==> src/rtl/pipeline_stall_controller_pkg.sv <==
// Shared types and constants for the pipeline stall controller.
// Latency: n/a (declarations only).
// Backpressure: n/a.
//   Contents: state encodings, default watchdog limit, per-stage control bundle
//   and the canned control sets the sequencer chooses between.
package pipeline_stall_controller_pkg;

  localparam logic [1:0] STATE_IDLE     = 2'b00;
  localparam logic [1:0] STATE_RUN      = 2'b01;
  localparam logic [1:0] STATE_MEM_WAIT = 2'b10;
  localparam logic [1:0] STATE_HALT     = 2'b11;

  localparam int DEFAULT_TIMEOUT = 1024;

  typedef enum logic [1:0] {
    IDLE     = STATE_IDLE,
    RUN      = STATE_RUN,
    MEM_WAIT = STATE_MEM_WAIT,
    HALT     = STATE_HALT
  } state_t;

  // Per-stage pipeline register controls, excluding the memory request.
  typedef struct packed {
    logic pc_write;
    logic ifid_write;
    logic ifid_flush;
    logic idex_bubble;
    logic idex_write;
    logic exmem_write;
    logic memwb_bubble;
  } ctrl_t;

  // Pipeline held completely still; used in IDLE and HALT.
  localparam ctrl_t CTRL_FROZEN = '{pc_write: 1'b0, ifid_write: 1'b0, ifid_flush: 1'b0,
                                    idex_bubble: 1'b1, idex_write: 1'b0, exmem_write: 1'b0,
                                    memwb_bubble: 1'b1};
  // Everything up to MEM holds; WB drains behind a bubble.
  localparam ctrl_t CTRL_MEM_STALL = '{pc_write: 1'b0, ifid_write: 1'b0, ifid_flush: 1'b0,
                                       idex_bubble: 1'b0, idex_write: 1'b0, exmem_write: 1'b0,
                                       memwb_bubble: 1'b1};
  // Front end holds, a bubble is injected into EX, the back end moves on.
  localparam ctrl_t CTRL_LOAD_USE = '{pc_write: 1'b0, ifid_write: 1'b0, ifid_flush: 1'b0,
                                      idex_bubble: 1'b1, idex_write: 1'b1, exmem_write: 1'b1,
                                      memwb_bubble: 1'b0};
  // Taken branch: the wrong-path fetch in IF/ID becomes a NOP.
  localparam ctrl_t CTRL_FLUSH = '{pc_write: 1'b1, ifid_write: 1'b1, ifid_flush: 1'b1,
                                   idex_bubble: 1'b0, idex_write: 1'b1, exmem_write: 1'b1,
                                   memwb_bubble: 1'b0};
  localparam ctrl_t CTRL_NORMAL = '{pc_write: 1'b1, ifid_write: 1'b1, ifid_flush: 1'b0,
                                    idex_bubble: 1'b0, idex_write: 1'b1, exmem_write: 1'b1,
                                    memwb_bubble: 1'b0};

endpackage

==> src/rtl/pipeline_stall_controller_if.sv <==
// Bundle of all hazard inputs, pipeline controls and status of the stall controller.
// Latency: n/a (wiring only).
// Backpressure: n/a; mem_req_o/mem_ack_i form the data-memory request/ack pair.
//   master: the controller (drives controls, memory request, status).
//   slave : the pipeline/environment (drives hazard flags, start and memory ack).
interface pipeline_stall_controller_if #(
  parameter int CNT_W = 32
) ();

  logic             start_i;
  logic             ld_use_i;
  logic             branch_taken_i;
  logic             mem_access_i;
  logic             mem_ack_i;
  logic             mem_req_o;
  logic             pc_write_o;
  logic             ifid_write_o;
  logic             ifid_flush_o;
  logic             idex_bubble_o;
  logic             idex_write_o;
  logic             exmem_write_o;
  logic             memwb_bubble_o;
  logic [1:0]       state_o;
  logic [CNT_W-1:0] stall_cnt_o;
  logic [CNT_W-1:0] flush_cnt_o;
  logic             timeout_o;

  modport master (
    input  start_i, ld_use_i, branch_taken_i, mem_access_i, mem_ack_i,
    output mem_req_o, pc_write_o, ifid_write_o, ifid_flush_o, idex_bubble_o,
           idex_write_o, exmem_write_o, memwb_bubble_o, state_o,
           stall_cnt_o, flush_cnt_o, timeout_o
  );

  modport slave (
    output start_i, ld_use_i, branch_taken_i, mem_access_i, mem_ack_i,
    input  mem_req_o, pc_write_o, ifid_write_o, ifid_flush_o, idex_bubble_o,
           idex_write_o, exmem_write_o, memwb_bubble_o, state_o,
           stall_cnt_o, flush_cnt_o, timeout_o
  );

endinterface

==> src/rtl/pipeline_stall_controller_sat_counter.sv <==
// Saturating up-counter used for the stall and flush performance counters.
// Latency: count reflects an inc one clock after it is sampled.
// Backpressure: none; sticks at all-ones once reached.
//   Ports: clk, rst_n (async active-low), inc (count this cycle), count (value).
module sat_counter #(
  parameter int W = 32
) (
  input  logic         clk,
  input  logic         rst_n,
  input  logic         inc,
  output logic [W-1:0] count
);

  always_ff @(posedge clk or negedge rst_n) begin
    if (!rst_n) begin
      count <= '0;
    end else if (inc && (count != {W{1'b1}})) begin
      count <= count + W'(1);
    end
  end

endmodule

==> src/rtl/pipeline_stall_controller.sv <==
// Central stall/flush sequencer for the 5-stage pipeline, with memory watchdog and perf counters.
// Latency: stage controls and mem_req are combinational from state + inputs; status is registered.
// Backpressure: a memory access without same-cycle ack freezes the pipe until ack or timeout.
//   Ports: clk_i, rst_i (async active-low), bus (master side of pipeline_stall_controller_if).
module pipeline_stall_controller
  import pipeline_stall_controller_pkg::*;
#(
  parameter int CNT_W   = 32,
  parameter int TIMEOUT = DEFAULT_TIMEOUT
) (
  input  logic                          clk_i,
  input  logic                          rst_i,
  pipeline_stall_controller_if.master   bus
);

  localparam int WAIT_W = (TIMEOUT > 2) ? $clog2(TIMEOUT) : 1;
  localparam logic [WAIT_W-1:0] WAIT_LIMIT = WAIT_W'(TIMEOUT - 1);

  state_t            state;
  state_t            state_nxt;
  logic [WAIT_W-1:0] wait_cnt;
  logic              timeout_q;
  ctrl_t             ctrl;

  logic pipe_active;
  logic mem_active;
  logic mem_stall;
  logic ld_stall;
  logic wd_expire;

  // Hazard qualification shared by next-state, output and counter logic.
  // Hazard flags only matter while the pipe is running and not held by memory.
  assign pipe_active = (state == RUN) || (state == MEM_WAIT);
  assign mem_active  = ((state == RUN) && bus.mem_access_i) || (state == MEM_WAIT);
  assign mem_stall   = mem_active && !bus.mem_ack_i;
  assign ld_stall    = pipe_active && !mem_stall && bus.ld_use_i;
  assign wd_expire   = (state == MEM_WAIT) && !bus.mem_ack_i && (wait_cnt == WAIT_LIMIT);

  // State register.
  always_ff @(posedge clk_i or negedge rst_i) begin
    if (!rst_i) begin
      state <= IDLE;
    end else begin
      state <= state_nxt;
    end
  end

  // Next-state logic.
  always_comb begin
    state_nxt = state;
    unique case (state)
      IDLE: begin
        if (bus.start_i) state_nxt = RUN;
      end
      RUN: begin
        if (mem_stall) begin
          state_nxt = MEM_WAIT;
        end else if (!bus.start_i && !ld_stall) begin
          state_nxt = IDLE;
        end
      end
      MEM_WAIT: begin
        if (bus.mem_ack_i) begin
          state_nxt = bus.start_i ? RUN : IDLE;
        end else if (wd_expire) begin
          state_nxt = HALT;
        end
      end
      HALT: state_nxt = HALT;
      default: state_nxt = IDLE;
    endcase
  end

  // Output logic: pick one canned control set by priority.
  always_comb begin
    ctrl          = CTRL_FROZEN;
    bus.mem_req_o = mem_active;
    if (pipe_active) begin
      if (mem_stall) begin
        ctrl = CTRL_MEM_STALL;
      end else if (bus.ld_use_i) begin
        // A simultaneous taken branch is dropped; it re-resolves once the bubble clears.
        ctrl = CTRL_LOAD_USE;
      end else if (bus.branch_taken_i) begin
        ctrl = CTRL_FLUSH;
      end else begin
        ctrl = CTRL_NORMAL;
      end
    end
  end

  assign bus.pc_write_o     = ctrl.pc_write;
  assign bus.ifid_write_o   = ctrl.ifid_write;
  assign bus.ifid_flush_o   = ctrl.ifid_flush;
  assign bus.idex_bubble_o  = ctrl.idex_bubble;
  assign bus.idex_write_o   = ctrl.idex_write;
  assign bus.exmem_write_o  = ctrl.exmem_write;
  assign bus.memwb_bubble_o = ctrl.memwb_bubble;
  assign bus.state_o        = state;
  assign bus.timeout_o      = timeout_q;

  // Watchdog: counts unacknowledged MEM_WAIT cycles; zero whenever outside MEM_WAIT
  // so every entry starts fresh. It never wraps because the limit forces HALT.
  always_ff @(posedge clk_i or negedge rst_i) begin
    if (!rst_i) begin
      wait_cnt  <= '0;
      timeout_q <= 1'b0;
    end else begin
      if (state != MEM_WAIT) begin
        wait_cnt <= '0;
      end else if (!bus.mem_ack_i) begin
        wait_cnt <= wait_cnt + WAIT_W'(1);
      end
      if (wd_expire) begin
        timeout_q <= 1'b1;
      end
    end
  end

  // Perf counters; both inc terms are zero in IDLE/HALT so they hold there.
  sat_counter #(.W(CNT_W)) u_stall_cnt (
    .clk   (clk_i),
    .rst_n (rst_i),
    .inc   (mem_stall || ld_stall),
    .count (bus.stall_cnt_o)
  );

  sat_counter #(.W(CNT_W)) u_flush_cnt (
    .clk   (clk_i),
    .rst_n (rst_i),
    .inc   (ctrl.ifid_flush),
    .count (bus.flush_cnt_o)
  );

endmodule

==> src/flat_wrapper.sv <==
// flat-port wrapper written by rule: the top's interface ports become plain ports
module pipeline_stall_controller_flat import pipeline_stall_controller_pkg::*;
#(
  parameter int CNT_W   = 32,
  parameter int TIMEOUT = DEFAULT_TIMEOUT
)
  (clk_i, rst_i, bus_start_i, bus_ld_use_i, bus_branch_taken_i, bus_mem_access_i, bus_mem_ack_i, bus_mem_req_o, bus_pc_write_o, bus_ifid_write_o, bus_ifid_flush_o, bus_idex_bubble_o, bus_idex_write_o, bus_exmem_write_o, bus_memwb_bubble_o, bus_state_o, bus_stall_cnt_o, bus_flush_cnt_o, bus_timeout_o);
  pipeline_stall_controller_if #(.CNT_W(CNT_W)) bus_i ();
  input  logic clk_i;
  input  logic rst_i;
  input wire logic [$bits(bus_i.start_i)-1:0] bus_start_i;
  input wire logic [$bits(bus_i.ld_use_i)-1:0] bus_ld_use_i;
  input wire logic [$bits(bus_i.branch_taken_i)-1:0] bus_branch_taken_i;
  input wire logic [$bits(bus_i.mem_access_i)-1:0] bus_mem_access_i;
  input wire logic [$bits(bus_i.mem_ack_i)-1:0] bus_mem_ack_i;
  output wire logic [$bits(bus_i.mem_req_o)-1:0] bus_mem_req_o;
  output wire logic [$bits(bus_i.pc_write_o)-1:0] bus_pc_write_o;
  output wire logic [$bits(bus_i.ifid_write_o)-1:0] bus_ifid_write_o;
  output wire logic [$bits(bus_i.ifid_flush_o)-1:0] bus_ifid_flush_o;
  output wire logic [$bits(bus_i.idex_bubble_o)-1:0] bus_idex_bubble_o;
  output wire logic [$bits(bus_i.idex_write_o)-1:0] bus_idex_write_o;
  output wire logic [$bits(bus_i.exmem_write_o)-1:0] bus_exmem_write_o;
  output wire logic [$bits(bus_i.memwb_bubble_o)-1:0] bus_memwb_bubble_o;
  output wire logic [$bits(bus_i.state_o)-1:0] bus_state_o;
  output wire logic [$bits(bus_i.stall_cnt_o)-1:0] bus_stall_cnt_o;
  output wire logic [$bits(bus_i.flush_cnt_o)-1:0] bus_flush_cnt_o;
  output wire logic [$bits(bus_i.timeout_o)-1:0] bus_timeout_o;
  assign bus_i.start_i = bus_start_i;
  assign bus_i.ld_use_i = bus_ld_use_i;
  assign bus_i.branch_taken_i = bus_branch_taken_i;
  assign bus_i.mem_access_i = bus_mem_access_i;
  assign bus_i.mem_ack_i = bus_mem_ack_i;
  assign bus_mem_req_o = bus_i.mem_req_o;
  assign bus_pc_write_o = bus_i.pc_write_o;
  assign bus_ifid_write_o = bus_i.ifid_write_o;
  assign bus_ifid_flush_o = bus_i.ifid_flush_o;
  assign bus_idex_bubble_o = bus_i.idex_bubble_o;
  assign bus_idex_write_o = bus_i.idex_write_o;
  assign bus_exmem_write_o = bus_i.exmem_write_o;
  assign bus_memwb_bubble_o = bus_i.memwb_bubble_o;
  assign bus_state_o = bus_i.state_o;
  assign bus_stall_cnt_o = bus_i.stall_cnt_o;
  assign bus_flush_cnt_o = bus_i.flush_cnt_o;
  assign bus_timeout_o = bus_i.timeout_o;
  pipeline_stall_controller #(.CNT_W(CNT_W), .TIMEOUT(TIMEOUT)) u_core (.clk_i(clk_i), .rst_i(rst_i), .bus(bus_i));
endmodule
==> config.mk <==
export PLATFORM = sky130hd
export DESIGN_NAME = pipeline_stall_controller_flat
export DESIGN_NICKNAME = d
export VERILOG_FILES = /design/src/rtl/pipeline_stall_controller_pkg.sv /design/src/rtl/pipeline_stall_controller_if.sv /design/src/rtl/pipeline_stall_controller_sat_counter.sv /design/src/rtl/pipeline_stall_controller.sv /design/src/flat_wrapper.sv
export SDC_FILE = /design/constraint.sdc
export NUM_CORES = 1
export LEC_CHECK = 0
export ABC_AREA = 0
export CAP_MARGIN = 0
export CORE_ASPECT_RATIO = 0.5
export CORE_MARGIN = 8
export CORE_UTILIZATION = 47
export DETAILED_ROUTE_END_ITERATION = 10
export PLACE_DENSITY = 0.83
export SETUP_SLACK_MARGIN = 0.2
export SKIP_LAST_GASP = 1
export SLEW_MARGIN = 30
export SYNTH_ARGS = -nofsm -noshare
export SYNTH_HDL_FRONTEND = slang
export SYNTH_HIERARCHICAL = 1
export SYNTH_SLANG_ARGS = --single-unit
==> constraint.sdc <==
create_clock -name clk_i -period 2.52 [get_ports clk_i]
set_clock_uncertainty 0.1 [all_clocks]
set_input_delay 0.504 -clock clk_i [delete_from_list [all_inputs] [get_ports clk_i]]
set_output_delay 0.504 -clock clk_i [all_outputs]
set_load 0.02 [all_outputs]
==> impl_metrics.toml, run 1 <==
[sta]
worst_pin_slew_ps = 639
rsz0062_at_grt = "yes"
fin_ws_ps = 146
fmax_mhz = 421
setup_viol = 0
finalCriticalPeriod_ps = 2370
drv_slew = 0
finalHoldViolations = 0
slew_headroom_pct = 57.0
fin_crit_sh_pct = 94.2

[synth]
async_reset_ff_share_pct = 100
yosysWarnings = 6
synth-main-ff-cell = "dfrtp_1"
synth_seq_area_share_pct = 47.2
syn_area_sq_um = 4090
synth_edf_count = 0
ys_seq_elements = 77
synth_fp_nets = 403
syn_inst = 388
synth_cell_types = 42
avgSynthCellArea_sq_um = 10.5

[power]
vdd_drop_max_mv = 0.472
leakage_nw = 2.41
pwr_density_cell_nw_per_um2 = 729

[setup_path]
crit_path_end_kind = "register"
critPathLaunchType = "register"
cp_data_required_time_ps = 2620
arrival_ps = 2480
critPathKind = "register to register"
crit_path_max_fanout = 4

[floorplanning]
initial_utilization_pct = 47.6
core-area_sq_um = 8590
fp.dieH_um = 81.9
placementRows = 24
die_w_um = 148
design.portCount = 82
fp.dieArea_sq_um = 12100

[outcome]
outcome = "finished, final reports clean"

[grt]
overflow = 0
grt_pass1_wl_um = 16700
first_global_vias = 3322
antenna_found_initial = 0
grt_use_total_pct = 17.1
grt_max_degree = 46

[routing]
drc = 0
wirelength_um = 10500
dr.pass1.iters = 5
route.vias.total = 3465
antenna_left = 0
viasPerCell = 5.52
route.detailed.wl_per_inst_um = 16.7
drtIter0Drc = 164

[clocking]
cts.path.max_buffers = 2
clkSinkCount = 77
cts_buffers = 9
tritoncts = "done"
cts_hold_buf = 0
cts-root-buf = "clkbuf_16"
clkTransAtPathRegs_ps = 60
cts.htree.levels = 3
worstSkewPairLatency_ps = 330

[placed_design]
portBuffers = 81
place_congestion = 0.843
preCtsSetupSlack_ps = -204
hpwl_um = 7360

[job]
maxCapViolCount = 0

[final_layout]
final-seq-area_sq_um = 1930
multi_input_area_sq_um = 2300
fillers = 668
diodes = 0
area_growth_pct = 41.2
final_util_pct = 67.2
drive_above_1_share_pct = 22.7
fin_nets = 522

[min_path]
hold_class = "input port to asynchronous set/reset pin"
==> cell families (layout without fill, tap and decap cells) <==
family | Yosys count | after routing | synth area share, %
adder cells (fa/ha/maj) | 8 | 8 | 2.45
AND/OR/NAND/NOR | 190 | 190 | 27.5
AO/OA/AOI/OAI | 24 | 24 | 4.81
buffers and inverters | 16 | 139 | 2.05
multiplexers | 7 | 7 | 1.90
flip-flops | 77 | 77 | 47.2
XOR/XNOR | 66 | 66 | 14.2
==> registers in the layout, summed over array words and instances, names as in the netlist <==
name	flops
u_core/u_flush_cnt/count	32
u_core/bus.timeout_o	1
u_core/bus.state_o	2
u_core/wait_cnt	10
u_core/u_stall_cnt/count	32
==> area by class of cell <==
| type | instances | area share, % |
|---|---|---|
| Multi-Input combinational cell | 295 | 39.9 |
| Sequential cell | 77 | 33.4 |
| Timing Repair Buffer | 116 | 19.0 |
| Clock buffer | 13 | 4.34 |
| Tap cell | 117 | 2.54 |
| Inverter | 8 | 0.607 |
| Clock inverter | 2 | 0.174 |
==> worst max-delay path, cell delays in order (launching register included) <==
cell and delay [ps]:
dfrtp_2 440, buf_6 140, ha_4 160, a21oi_4 160
buf_4 160, nor2_4 30, a21o_1 170, and3_4 200
nor2b_4 130, buf_6 120, buf_4 150, nand2_1 70
nor3_1 60, xor2_1 150
==> path summary, 6_finish.rpt <==
kind / from / endpoint / slack (ps) / cells past startpoint
worst max-delay path: u_core/bus.state_o[0]$_DFFE_PN0P_ / u_core/u_stall_cnt/count[19]$_DFFE_PN0P_ / 150 / 13
worst min register to register: u_core/bus.timeout_o$_DFFE_PN0P_ / u_core/bus.timeout_o$_DFFE_PN0P_ / 360 / 1
min in group clk_i: u_core/bus.timeout_o$_DFFE_PN0P_ / u_core/bus.timeout_o$_DFFE_PN0P_ / 360 / 1
max in group asynchronous: rst_i / u_core/u_flush_cnt/count[24]$_DFFE_PN0P_ / 1650 / 2
worst min-delay path: rst_i / u_core/u_stall_cnt/count[16]$_DFFE_PN0P_ / 90 / 1
worst max register to register: u_core/bus.state_o[0]$_DFFE_PN0P_ / u_core/u_stall_cnt/count[19]$_DFFE_PN0P_ / 150 / 13
==> synthesized netlist by cell type, types with 6 or more instances <==
master	n	area (sq um)
nand2_1	37	139
xor2_1	13	114
nand3_1	33	165
nand4_1	31	194
xnor2_1	53	464
inv_1	8	30.0
dfrtp_1	77	1930
and2_1	9	56.3
ha_1	8	100
nor3_1	9	45.0
nor4_1	6	37.5
nor2_1	22	82.6
and4_1	8	70.1
==> cells in the final DEF (no fill, tap or decap), drive strengths merged <==
cell,netlist,final
and3,6,6
dlygate4sd2,0,1
a21oi,5,5
and2,9,9
nand3,36,36
clkinv,0,2
buf,5,44
and4,8,8
clkdlybuf4s50,0,71
xnor2,53,53
mux2i,1,1
a21boi,1,1
a21o,3,3
a311oi,1,1
nand2,39,39
mux2,6,6
ha,8,8
a31oi,2,2
or3,1,1
o221ai,1,1
nand3b,3,3
nor2b,5,5
or4,4,4
nand4,34,34
xor2,13,13
nor2,22,22
o31ai,3,3
nor3,13,13
inv,8,8
o211ai,4,4
clkbuf,3,13
nor4,10,10
o21ai,4,4
dfrtp,77,77
==> timing repair <==
action / CTS / global route
setup buffers: 8 / 2
pin swaps: 10 / 20
gates resized for setup: 51 / 29
endpoints found under the hold margin: 0 / 0
setup endpoints to repair: 30 / 48
==> where the power goes <==
part	switching (mW)	leakage, nW	internal [mW]
logic	0.776	1.23	0.750
clock network	0.463	0.129	0.685
registers	0.186	1.05	1.35
==> layer usage <==
layer / global-route usage, % / up-vias / part of all wire, %
met5: 0 / - / 0
met4: 5.95 / 0 / 1.2
met3: 4.40 / 12 / 5.6
met2: 30.3 / 98 / 50
met1: 20.4 / 1718 / 43
li1: - / 1637 / -
==> per-stage QoR <==
step                cell area (sq um)  instances  hold WS (ps)  TNS (ps)  total power [mW]
detailed placement               5240        603           347     -4470              2.86
floorplan                        4140        388           108         0              2.26
CTS                              5640        626          98.1         0              4.16
global route                     5770        628           125         0              4.42
global placement                 5240        603           343     -2590              2.83
finish                           5770        628          86.7         0              4.21
(Power assumes the default switching activity.)
==> run 2, diff against run 1 <==
- CORE_UTILIZATION: 47 -> 57
- DONT_BUFFER_PORTS: default -> 1
- PLACE_DENSITY: 0.83 -> 0.81
==> run 2 against run 1 <==
Largest power group unchanged. The run now ends with negative hold slack left. Cell count is 13% lower. Sequential cell count unchanged. Routed wire length decreased by 0.70%. Critical endpoint is now u_core/u_flush_cnt/count[15]$_DFFE_PN0P_. First-iteration DRC count increased by 24%. Global-route usage increased by 3.3 points. Via count fell by 5.4%. Register-to-register slack improved by 40 ps. Worst setup slack better by 43 ps. Combinational power is 30% lower.
==> impl_metrics.toml, run 2 (synthesis results as in run 1) <==
[clocking]
cts.path.max_buffers = 2
worstSkewPairLatency_ps = 340
clkTransAtPathRegs_ps = 50
cts.htree.levels = 3
tritoncts = "done"
cts_buffers = 9
cts-root-buf = "clkbuf_16"
clkSinkCount = 77

[placed_design]
hpwl_um = 7440
placed_cell_area_sq_um = 4550
place_congestion = 0.917
portBuffers = 0

[setup_path]
r2r_slack_ps = 190
reg2regPathDepth = 11
cp_data_required_time_ps = 2640
crit_family = "simple AND/OR/NAND/NOR gates"
critPathKind = "register to register"
arrival_ps = 2450
crit_path_max_fanout = 6
critPathLaunchType = "register"
worstPathBufferInverterCount = 2
cp_cell_sequence = "inv_4 > ha_4 > a21oi_4 > o21ai_4 > nor2_4 > and2_4 > and3_4 > nor2b_1 > buf_4 > nand3_1 > mux2_2"
slowest_delay_ps = 410
slowest_stage = "dfrtp_2"
crit_path_end_kind = "register"
r2r_start = "u_core/bus.state_o[1]$_DFFE_PN0P_"
r2r_end = "u_core/u_flush_cnt/count[15]$_DFFE_PN0P_"

[power]
finalPower_mw = 3.86
vdd_drop_max_mv = 0.579
clkPwrFrac_pct = 30.7
pwr_density_cell_nw_per_um2 = 769
power_frac_seq_pct = 41.6
comb_power_share_pct = 27.7
p_int_mw = 2.53
leakage_nw = 2.19
switchingPower_mw = 1.34
swShare_pct = 34.6

[final_layout]
fillers = 474
fin_nets = 462
final_cell_mix = "73 x dfrtp_1, 54 x buf_4, 53 x xnor2_1"
diodes = 0
fin_area_sq_um = 5020
final_util_pct = 73.8
drive_above_1_share_pct = 27.4
largestRegisters = "u_core/u_flush_cnt/count: 32 flops, u_core/u_stall_cnt/count: 32 flops, u_core/wait_cnt: 10 flops"
layout_commonest_cell = "dfrtp_1"
area_growth_pct = 22.9

[grt]
grtUsageMet2_pct = 34.0
grt_pass1_wl_um = 16400
grt_use_met1_pct = 22.5
grt_use_total_pct = 20.4
grt_util_met3_pct = 11.0
overflow = 0
grt.busiest_layer = "met2"
grt_max_degree = 78
antenna_found_initial = 0
first_global_vias = 3236

[floorplanning]
fp.dieH_um = 75.9
core-area_sq_um = 6810
design.portCount = 82
initial_utilization_pct = 60.0
fp.dieArea_sq_um = 10300
die_w_um = 136
placementRows = 21

[sta]
fin_crit_sh_pct = 92.5
worst_pin_slew_ps = 494
fin_tns_setup_ps = 0
holdWs_ps = -238
rsz0062_at_grt = "yes"
fmax_mhz = 429
setup_viol = 0
finalHoldViolations = 77
slew_headroom_pct = 66.8
finalCriticalPeriod_ps = 2330
drv_slew = 0

[routing]
drtIter0Drc = 203
route.detailed.wl_per_inst_um = 19.2
wirelength_um = 10400
viasPerCell = 6.03
drc = 0
route.vias.total = 3279
antenna_left = 0
dr.pass1.iters = 5

[min_path]
hold_class = "input port to asynchronous set/reset pin"

[outcome]
violations = "negative hold slack"
outcome = "finished with violations"

[job]
maxCapViolCount = 0
run 2: cell types whose count changed in the layout (fill, tap and decap cells not counted), moves of 3 or more:
| cell | previous run | this run |
|---|---|---|
| buf_2 | 3 | 0 |
| clkdlybuf4s50_1 | 71 | 0 |
| buf_6 | 7 | 2 |
| nand3_1 | 28 | 31 |
| buf_4 | 32 | 54 |
run 2: final cells by class:
cell class / instances / area [sq um] / area share (%)
tap: 92 / 115 / 2.29
clock inverter: 1 / 5.00 / 0.0997
clock buffer: 15 / 268 / 5.33
timing repair buffer: 56 / 428 / 8.52
multi-input combinational: 295 / 2240 / 44.5
sequential: 77 / 1930 / 38.5
inverter: 8 / 38.8 / 0.772
run 2: per-layer routing:
| metal | vias up | part of all wire [%] | routed length [um] |
|---|---|---|---|
| met5 | - | 0 | 0 |
| met4 | 0 | 1.0 | 107 |
| met1 | 1618 | 38 | 4010 |
| met3 | 17 | 11 | 1140 |
| li1 | 1512 | - | - |
| met2 | 132 | 50 | 5170 |
run 2: stage by stage:
stage	hold slack [ps]	std cells	worst slack, ps
after floorplan	108	388	10.1
after global placement	112	519	269
after detailed placement	111	519	129
after CTS	-250	535	187
after global routing	-257	544	108
final	-238	544	189
run 2: how the worst max path moves through the flow:
stage / from / end / slack (ps) / cells past startpoint
global route: u_core/bus.state_o[1]$_DFFE_PN0P_ / u_core/u_flush_cnt/count[29]$_DFFE_PN0P_ / 110 / 12
finish: u_core/bus.state_o[1]$_DFFE_PN0P_ / u_core/u_flush_cnt/count[15]$_DFFE_PN0P_ / 190 / 11
floorplan: u_core/bus.state_o[0]$_DFFE_PN0P_ / u_core/u_flush_cnt/count[29]$_DFFE_PN0P_ / 10 / 12
detailed placement: u_core/bus.state_o[1]$_DFFE_PN0P_ / u_core/u_stall_cnt/count[25]$_DFFE_PN0P_ / 130 / 10
CTS: u_core/bus.state_o[1]$_DFFE_PN0P_ / u_core/u_flush_cnt/count[25]$_DFFE_PN0P_ / 190 / 11
global placement: u_core/bus.state_o[1]$_DFFE_PN0P_ / u_core/u_stall_cnt/count[30]$_DFFE_PN0P_ / 270 / 10
run 2: worst reg2reg max path: stages, from the launching register on:
cell	delay, ps
dfrtp_2	410
inv_4	60
ha_4	170
a21oi_4	220
o21ai_4	100
nor2_4	90
and2_4	160
and3_4	210
nor2b_1	130
buf_4	150
nand3_1	100
mux2_2	300
run 2: power groups by stage:
stage | Combinational, mW | Sequential, mW | Clock, mW
floorplan | 0.647 | 1.62 | 0
global placement | 0.856 | 1.60 | 0
detailed placement | 0.907 | 1.61 | 0
CTS | 0.944 | 1.59 | 1.21
global route | 1.14 | 1.64 | 1.27
finish | 1.07 | 1.61 | 1.19
run 2: what timing repair did:
action                                 CTS  global route
setup buffers                            0             9
gates resized for setup                  6            21
endpoints found under the hold margin   77            77
pin swaps                                1             9
setup endpoints to repair               19            48
